File: config.mk
export PLATFORM = sky130hd
export DESIGN_NAME = dmem_access_sequencer
export DESIGN_NICKNAME = d
export VERILOG_FILES = /design/src/rtl/dmem_seq_pkg.sv /design/src/rtl/dmem_seq_arb.sv /design/src/rtl/dmem_access_sequencer.sv
export SDC_FILE = /design/constraint.sdc
export NUM_CORES = 1
export LEC_CHECK = 0
export BUFFER_PORTS_ARGS = -buffer_cell sky130_fd_sc_hd__buf_2
export CAP_MARGIN = 20
export CORE_AREA = 2 2 127 129
export DETAILED_ROUTE_END_ITERATION = 7
export DIE_AREA = 0 0 129 131
export GPL_TIMING_DRIVEN = 0
export PLACE_DENSITY_LB_ADDON = 0.3
export SYNTH_ARGS = -nofsm -noshare
export SYNTH_HDL_FRONTEND = slang
export SYNTH_SLANG_ARGS = --single-unit
File: constraint.sdc
create_clock -name clk -period 2.1 [get_ports clk]
set_input_delay 0.525 -clock clk [delete_from_list [all_inputs] [get_ports clk]]
set_output_delay 0.525 -clock clk [all_outputs]
set_load 0.005 [all_outputs]
File: src/rtl/dmem_seq_pkg.sv
// dmem_seq_pkg: access sizes, sequencer states and beat count helper
package dmem_seq_pkg;
  localparam logic [1:0] SIZE_BYTE = 2'b00;
  localparam logic [1:0] SIZE_HALF = 2'b01;
  localparam logic [1:0] SIZE_WORD = 2'b10;
  localparam logic [1:0] SIZE_ILL  = 2'b11;
  typedef enum logic [1:0] {IDLE, XFER, DONE} state_t;
  function automatic logic [2:0] beats_for(input logic [1:0] size);
    return size == SIZE_BYTE ? 3'd1 : size == SIZE_HALF ? 3'd2 : size == SIZE_WORD ? 3'd4 : 3'd0;
  endfunction
endpackage

File: src/rtl/dmem_seq_arb.sv
// dmem_seq_arb: port 0 priority arbiter that forces port 1 after STARVE_MAX consecutive losses
module dmem_seq_arb #(
  parameter int STARVE_MAX = 4
) (
  input  logic clk,
  input  logic rst,
  input  logic en,
  input  logic p0_req,
  input  logic p1_req,
  output logic gnt,
  output logic vld
);
  localparam int CW = $clog2(STARVE_MAX + 1);
  logic [CW-1:0] starve_cnt;
  assign vld = p0_req | p1_req;
  assign gnt = p1_req & (~p0_req | starve_cnt == CW'(STARVE_MAX));
  always_ff @(posedge clk)
    if (rst) starve_cnt <= '0;
    else if (en && vld) starve_cnt <= (p1_req && !gnt) ? starve_cnt + 1'b1 : '0;
endmodule

File: src/rtl/dmem_access_sequencer.sv
// dmem_access_sequencer: two-port byte-beat sequencer for the 256-byte data memory, big-endian
// Define DMEM_SEQ_ALIGN_CHECK_EN to reject misaligned halfword/word accesses with err.
module dmem_access_sequencer
  import dmem_seq_pkg::*;
#(
  parameter int ADDR_W     = 8,
  parameter int STARVE_MAX = 4
) (
  input  logic              clk,
  input  logic              rst,
  input  logic              p0_req,
  input  logic              p0_rw,
  input  logic [1:0]        p0_size,
  input  logic [31:0]       p0_addr,
  input  logic [31:0]       p0_wdata,
  output logic              p0_done,
  output logic [31:0]       p0_rdata,
  output logic              p0_stall,
  input  logic              p1_req,
  input  logic              p1_rw,
  input  logic [1:0]        p1_size,
  input  logic [31:0]       p1_addr,
  input  logic [31:0]       p1_wdata,
  output logic              p1_done,
  output logic [31:0]       p1_rdata,
  output logic              mem_en,
  output logic              mem_rw,
  output logic [ADDR_W-1:0] mem_a,
  output logic [7:0]        mem_di,
  input  logic [7:0]        mem_do,
  output logic              err
);
  state_t state;
  logic port, rw, gnt, vld, s_rw, s_ill, unused_addr;
  logic [1:0] k, s_size;
  logic [2:0] beats, s_beats;
  logic [31:0] wdata, acc, acc_n, s_wdata;
  logic [ADDR_W-1:0] s_a;
  function automatic logic [7:0] byte_of(input logic [31:0] w, input logic [1:0] idx);
    return w[{idx, 3'b000} +: 8];
  endfunction
  dmem_seq_arb #(.STARVE_MAX(STARVE_MAX)) u_arb (
    .clk(clk), .rst(rst), .en(state == IDLE), .p0_req(p0_req), .p1_req(p1_req), .gnt(gnt), .vld(vld)
  );
  assign s_rw        = gnt ? p1_rw : p0_rw;
  assign s_size      = gnt ? p1_size : p0_size;
  assign s_a         = gnt ? p1_addr[ADDR_W-1:0] : p0_addr[ADDR_W-1:0];
  assign s_wdata     = gnt ? p1_wdata : p0_wdata;
  assign s_beats     = beats_for(s_size);
  assign unused_addr = ^{p0_addr[31:ADDR_W], p1_addr[31:ADDR_W]};
`ifdef DMEM_SEQ_ALIGN_CHECK_EN
  assign s_ill = s_beats == 3'd0 || (s_size == SIZE_HALF && s_a[0]) || (s_size == SIZE_WORD && s_a[1:0] != 2'b00);
`else
  assign s_ill = s_beats == 3'd0;
`endif
  assign acc_n    = {acc[23:0], mem_do};
  assign p0_stall = p0_req & ~p0_done;
  always_ff @(posedge clk) begin
    if (rst) begin
      state    <= IDLE;
      port     <= 1'b0;
      rw       <= 1'b0;
      beats    <= '0;
      k        <= '0;
      wdata    <= '0;
      acc      <= '0;
      p0_done  <= 1'b0;
      p1_done  <= 1'b0;
      p0_rdata <= '0;
      p1_rdata <= '0;
      err      <= 1'b0;
      mem_en   <= 1'b0;
      mem_rw   <= 1'b0;
      mem_a    <= '0;
      mem_di   <= '0;
    end else begin
      case (state)
        IDLE: if (vld) begin
          port  <= gnt;
          rw    <= s_rw;
          beats <= s_beats;
          wdata <= s_wdata;
          acc   <= '0;
          k     <= '0;
          if (s_ill) begin
            state   <= DONE;
            err     <= 1'b1;
            p0_done <= ~gnt;
            p1_done <= gnt;
          end else begin
            state  <= XFER;
            mem_en <= 1'b1;
            mem_rw <= s_rw;
            mem_a  <= s_a;
            mem_di <= byte_of(s_wdata, 2'(s_beats - 3'd1));
          end
        end
        XFER: begin
          acc <= acc_n;
          if ({1'b0, k} == beats - 3'd1) begin
            state    <= DONE;
            mem_en   <= 1'b0;
            mem_rw   <= 1'b0;
            p0_done  <= ~port;
            p1_done  <= port;
            p0_rdata <= port | rw ? '0 : acc_n;
            p1_rdata <= ~port | rw ? '0 : acc_n;
          end else begin
            k      <= k + 2'd1;
            mem_a  <= mem_a + 1'b1;
            mem_di <= byte_of(wdata, 2'(beats - 3'd2 - {1'b0, k}));
          end
        end
        DONE: begin
          state    <= IDLE;
          p0_done  <= 1'b0;
          p1_done  <= 1'b0;
          p0_rdata <= '0;
          p1_rdata <= '0;
          err      <= 1'b0;
        end
        default: state <= IDLE;
      endcase
    end
  end
endmodule

==> results of run 1 <==
-- registers in the layout (all words and copies together), names as in the netlist, 2 cells and up --
register	flops
p0_rdata	32
p1_rdata	32
wdata	32
acc	24
mem_a	8
mem_di	8
beats	3
u_arb.starve_cnt	3
k	2
state	2
-- cells in the final DEF (no fill, tap or decap), types with 9 or more instances in the layout --
cell type	count
a21oi_1	80
a22oi_1	25
a311oi_1	36
buf_2	187
buf_4	25
clkbuf_1	29
clkbuf_16	17
clkbuf_2	9
dfxtp_1	149
inv_1	11
mux2_2	12
mux2i_1	27
nand2_1	167
nand3_1	69
nor2_1	67
o21ai_0	24
-- metal layers --
metal / GRT usage, % / wire, µm / up-vias
li1: - / - / 3405
met1: 36.09 / 9860 / 3356
met2: 42.27 / 10430 / 371
met3: 5.415 / 2071 / 55
met4: 10.55 / 685 / 0
met5: 0 / 0 / -
-- layout make-up --
type / instances / area, µm²
timing repair buffer: 186 / 967.2
clock buffer: 19 / 442.9
inverter: 14 / 55.05
buffer: 74 / 416.7
tap: 216 / 270.3
fill: 1441 / 6485
sequential: 153 / 3068
clock inverter: 13 / 113.9
multi-input combinational: 604 / 3779
-- tightest hold or removal path, delay by kind of cell --
kind / cells / cell delay [ns]
AND/OR/NAND/NOR: 1 / 0.05
AO/OA/AOI/OAI: 1 / 0.07
buffers and inverters: 1 / 0.10
-- stage by stage --
stage	utilization, %	hold WS [ns]	TNS [ns]
after detailed placement	52.31	0.4381	-31.07
after global routing	58.42	0.3624	-0.2185
after floorplan	-	0.4319	0
after CTS	57.06	0.3441	-0.01555
final	58.42	0.3484	0
after global placement	52.31	0.4361	-28.29
-- power groups by stage --
stage | Sequential (W) | Clock, W | Combinational (W)
2_1_floorplan | 0.00357 | 0 | 0.00203
3_3_place_gp | 0.00361 | 0 | 0.00296
3_5_place_dp | 0.00362 | 0 | 0.00300
4_1_cts | 0.00356 | 0.00294 | 0.00324
5_1_grt | 0.00361 | 0.00306 | 0.00383
6_report | 0.00358 | 0.00293 | 0.00356
-- repair_timing --
action / in CTS / in global routing
cloned: 0 / 1
hold buffers: 0 / 0
hold endpoints to repair: 0 / 0
buffers inserted: 4 / 3
gates resized for setup: 51 / 66
pin swaps: 1 / 3
endpoints found under the setup margin: 140 / 138
-- cells by family (layout without fill, tap and decap cells) --
logic type / after synthesis / count (layout) / share of synthesized area, %
mux: 51 / 51 / 9.047
compound gates: 205 / 205 / 19.06
xor+xnor: 6 / 6 / 1.127
flops: 153 / 153 / 43.77
simple gates: 334 / 334 / 20.26
fa+ha+maj: 8 / 8 / 1.430
buf+inv: 90 / 306 / 5.310
-- final timing paths --
check	from	end	slack (ns)	cells past startpoint
setup reg to reg	k[1]$_SDFFE_PP0P_	mem_di[6]$_SDFFE_PP0P_	0.04	7
setup / recovery	k[1]$_SDFFE_PP0P_	mem_di[6]$_SDFFE_PP0P_	0.04	7
hold reg to reg	p1_rdata[6]$_SDFFE_PP0P_	p1_rdata[6]$_SDFFE_PP0P_	0.45	2
hold / removal	p1_wdata[19]	wdata[19]$_SDFFE_PP0P_	0.35	3
==> results_dict.tcl, run 1 <==
set metrics [dict create \
    path_class "flop to flop" \
    crit_fanout 8 \
    cts_max_level 4 \
    hold_path_class "input port to flop" \
    slew_headroom_pct 49.70 \
    max_stage_delay_ns 0.56 \
    initial_core_util_pct 44.87 \
    place_ws_ns -0.5205 \
    synth_top_area_cell "dfxtp_1" \
    ctsLongestPathBuffers 2 \
    fmaxAchievable_ghz 0.4854 \
    synth-async-reset-ratio_pct 0 \
    cts_tree "built" \
    num_rows 46 \
    drcViolationCount 0 \
    synth_seq_area_share_pct 43.77 \
    route.vias.total 7187 \
    antenna_found_initial 0 \
    synth_fp_nets 1001 \
    ys_seq_elements 153 \
    yosysMostFrequentCell "nand2_1" \
    ys_top_cells_by_area "dfxtp_1, nand2_1, a21oi_1, nand3_1, a311oi_1" \
    nets 1204 \
    area_delta_synth_final_pct 30.22 \
    cpLargestDelayFamily "multiplexers" \
    synthTopCellsByCount "nand2_1, dfxtp_1, a21oi_1" \
    cap_violations 0 \
    die_w_um 129 \
    status "completed" \
    dieArea_mm2 0.01690 \
    slew_violations 0 \
    cp_data_arrival_time_ns 2.35 \
    dp_hpwl_um 15960 \
    fin_ws_ns 0.03984 \
    synthCells 847 \
    die_y_um 131 \
    drt_iter0_markers 593 \
    dp_cells 1241 \
    rsz0062_at_grt "true" \
    path_cells "xnor2_4 > xnor2_4 > buf_12 > buf_6 > mux4_2 > mux2i_1 > a211oi_1" \
    syn-mean-instance-area_um2 8.262 \
    ioPinCount 232 \
    grt_usage_pct 26.72 \
    critical-path-slowest-cell "dfxtp_1" \
    cts-root-buf "clkbuf_16" \
    ys_warn_count 0 \
    worst-path-buf-inv 2 \
    place.gp.congestion 0.8498 \
    coreArea_mm2 0.01560 \
    p_int_w 0.006308 \
    worst_slew_pin_slew_ns 0.7545 \
    irDropWorstVdd_mv 0.7658 \
    grt_pass1_vias 6524 \
    place_area_mm2 0.008159 \
    yosysUniqueCellTypes 51 \
    power_frac_comb_pct 35.3 \
    end_kind "flop" \
    required_ns 2.39 \
    synth_edf_count 0 \
    clockPowerShare_pct 29.1 \
    skew_ns 0.01060 \
    cts_num_sinks 153 \
    cp-start-kind "flop" \
    final_hold_viol_count 0 \
    switchingPower_w 0.003759 \
    drive_gt1_share_pct 30.95 \
    switching_share_pct 37.34 \
    finalNonFillerCells 1279 \
    critPathMostFrequentCell "xnor2_4" \
    fin_area_mm2 0.009112 \
    n_antenna_cell 0 \
    p_seq_share_pct 35.5 \
    clkTransAtPathRegs_ns 0.07 \
    power.total_w 0.01007 \
    p_per_area_mw_per_mm2 1105 \
    synth_top_cell_area_share_pct 43.77 \
    firstDrtPassIters 5 \
    grt_start_max_net_pins 17 \
    wl_um 23040 \
    grt_first_pass_wirelength_um 34650 \
    via_per_inst 5.619 \
    portBuffers 178 \
    synth_area_mm2 0.006998 \
    clock_latency_ns 0.44 \
    cts_buffers 17 \
    p_leak_nw 3.797 \
    wl_per_cell_um 18.02 \
    synth-main-ff-cell "dfxtp_1" \
    drtAntennaViolNets 0 \
    fin_crit_sh_pct 98.10 \
    setup_viol 0 \
    grt-ovfl-total 0 \
    finalCriticalPeriod_ns 2.060 \
]
No activity file was read; power rests on OpenSTA's default activity.
==> run 2, diff against run 1 <==
--- a/config.mk
+++ b/config.mk
@@ -7,9 +7,9 @@
 export LEC_CHECK = 0
 export BUFFER_PORTS_ARGS = -buffer_cell sky130_fd_sc_hd__buf_2
 export CAP_MARGIN = 20
-export CORE_AREA = 2 2 127 129
+export CORE_AREA = 2 2 121 123
 export DETAILED_ROUTE_END_ITERATION = 7
-export DIE_AREA = 0 0 129 131
+export DIE_AREA = 0 0 123 125
 export GPL_TIMING_DRIVEN = 0
 export PLACE_DENSITY_LB_ADDON = 0.3
 export SYNTH_ARGS = -nofsm -noshare
==> constraint.sdc (replaced) <==
create_clock -name clk -period 2.3 [get_ports clk]
set_input_delay 0.575 -clock clk [delete_from_list [all_inputs] [get_ports clk]]
set_output_delay 0.575 -clock clk [all_outputs]
set_load 0.005 [all_outputs]
==> run 2 against run 1 <==
Effect of this change: clock power rose by 1%; largest power group unchanged; combinational power fell by 17%; non-clock buffer count fell by 4; global-route usage rose by 2.8 points; final cell count fell by 2.8%; clock-buffer cell count fell by 1; setup slack improved by 0.0015 ns; register-to-register slack barely moved; flip-flop and latch count did not move; first-iteration DRC count rose by 7.1%; power fell by 8.6%; sequential share of layout area rose by 0.80 points.
==> results_dict.tcl, run 2 (synthesized netlist as in run 1, its figures left out) <==
set metrics [dict create \
    max_stage_delay_ns 0.38 \
    cts_max_level 4 \
    fillers 1305 \
    switchingPower_w 0.003303 \
    place.gp.congestion 0.9211 \
    cp_data_arrival_time_ns 2.55 \
    grt_first_pass_wirelength_um 34980 \
    wl_per_cell_um 18.14 \
    dp_cells 1209 \
    portBuffers 178 \
    worst-path-buf-inv 2 \
    grt_start_max_net_pins 17 \
    setup_viol 0 \
    drcViolationCount 0 \
    dp_hpwl_um 15810 \
    clockPowerShare_pct 32.3 \
    num_rows 44 \
    power_frac_comb_pct 32.3 \
    final_hold_viol_count 0 \
    fmaxAchievable_ghz 0.4427 \
    path_cells "inv_1 > ha_1 > a21bo_2 > nand2_2 > buf_6 > mux2_2 > mux2i_1 > a211oi_1" \
    place_ws_ns -0.3169 \
    fin_ws_ns 0.04133 \
    drtAntennaViolNets 0 \
    p_per_area_mw_per_mm2 1035 \
    critical-path-slowest-cell "dfxtp_1" \
    finalNonFillerCells 1243 \
    cp-start-kind "flop" \
    required_ns 2.59 \
    wl_um 22550 \
    firstDrtPassIters 7 \
    nets 1200 \
    drive_gt1_share_pct 27.95 \
    grt_usage_pct 29.52 \
    n_antenna_cell 0 \
    drt_iter0_markers 635 \
    mostFrequentLayoutCell "buf_2" \
    final_cell_mix "buf_2, nand2_1, dfxtp_1, a21oi_1" \
    initial_core_util_pct 49.27 \
    die_y_um 125 \
    skew_ns 0.009535 \
    switching_share_pct 35.91 \
    ioPinCount 232 \
    hold_path_class "input port to flop" \
    status "completed" \
    fin_crit_sh_pct 98.20 \
    coreArea_mm2 0.01420 \
    setup_tns_ns 0 \
    cts_tree "built" \
    clock_latency_ns 0.44 \
    antenna_found_initial 0 \
    reg_top3 "p0_rdata x32, p1_rdata x32, wdata x32" \
    rsz0062_at_grt "true" \
    p_seq_share_pct 35.4 \
    end_kind "flop" \
    cts-root-buf "clkbuf_16" \
    grt-ovfl-total 0 \
    grt_pass1_vias 6684 \
    dieArea_mm2 0.01538 \
    irDropWorstVdd_mv 0.5324 \
    crit_fanout 10 \
    cpLargestDelayFamily "multiplexers" \
    slew_headroom_pct 49.09 \
    clkTransAtPathRegs_ns 0.07 \
    p_int_w 0.005894 \
    power.total_w 0.009197 \
    hold_buffers 0 \
    finalCriticalPeriod_ns 2.259 \
    cts_num_sinks 153 \
    p_leak_nw 3.756 \
    die_w_um 123 \
    cap_violations 0 \
    via_per_inst 5.754 \
    path_class "flop to flop" \
    worst_slew_pin_slew_ns 0.7579 \
    slew_violations 0 \
    route.vias.total 7152 \
    area_delta_synth_final_pct 26.98 \
    ctsLongestPathBuffers 2 \
    cts_buffers 17 \
]
run 2: path summary, 6_finish.rpt:
kind         cells past startpoint  slack (ns)                        startpoint                         to
max reg2reg                      8        0.04  u_arb.starve_cnt[0]$_SDFFE_PP0P_     mem_di[3]$_SDFFE_PP0P_
min                              3        0.40                      p1_wdata[21]     wdata[21]$_SDFFE_PP0P_
max                              8        0.04  u_arb.starve_cnt[0]$_SDFFE_PP0P_     mem_di[3]$_SDFFE_PP0P_
min reg2reg                      2        0.45         p0_rdata[27]$_SDFFE_PP0P_  p0_rdata[27]$_SDFFE_PP0P_
run 2: power groups by stage:
| stage | registers (W) | clock network, W | logic [W] |
|---|---|---|---|
| final | 0.00325 | 0.00297 | 0.00297 |
| after global routing | 0.00329 | 0.00309 | 0.00323 |
| after CTS | 0.00324 | 0.00296 | 0.00283 |
| after detailed placement | 0.00330 | 0 | 0.00273 |
| after global placement | 0.00329 | 0 | 0.00271 |
| after floorplan | 0.00326 | 0 | 0.00185 |
run 2: worst register-to-register path: cells and delay by family (launching register included):
kind / cells / cell delay (ns)
multiplexers: 2 / 0.69
flip-flops: 1 / 0.38
AO/OA/AOI/OAI: 2 / 0.37
buffers and inverters: 2 / 0.28
adder cells (fa/ha/maj): 1 / 0.22
AND/OR/NAND/NOR: 1 / 0.18
run 2: cell type report:
| class | count | area (µm²) | area share, % |
|---|---|---|---|
| repair buffers | 181 | 938.4 | 10.56 |
| inverters | 14 | 53.80 | 0.6055 |
| clock buffers | 18 | 439.2 | 4.942 |
| well taps | 184 | 230.2 | 2.591 |
| multi-input cells | 604 | 3618 | 40.72 |
| clock inverters | 14 | 182.7 | 2.056 |
| flip-flops and latches | 153 | 3063 | 34.47 |
| plain buffers | 75 | 360.3 | 4.055 |
run 2: through the flow:
| step | util [%] | hold WS [ns] | area (µm²) |
|---|---|---|---|
| after floorplan | - | 0.4319 | 6998 |
| after global placement | 57.16 | 0.4371 | 8119 |
| after detailed placement | 57.16 | 0.4412 | 8119 |
| after CTS | 62.07 | 0.3962 | 8816 |
| after global routing | 62.56 | 0.4096 | 8886 |
| final | 62.56 | 0.4028 | 8886 |
run 2: repair_timing:
| action | in CTS | in global routing |
|---|---|---|
| gates resized for setup | 12 | 41 |
| pin swaps | 1 | 2 |
| setup buffers | 2 | 1 |
| endpoints found under the setup margin | 73 | 118 |
run 2: layer usage:
metal / vias to the layer above / GRT usage, % / part of all wire (%)
li1: 3401 / - / -
met1: 3308 / 38.44 / 41
met2: 383 / 46.57 / 46
met3: 60 / 6.661 / 9.6
met4: 0 / 13.37 / 3.3
met5: - / 0 / 0
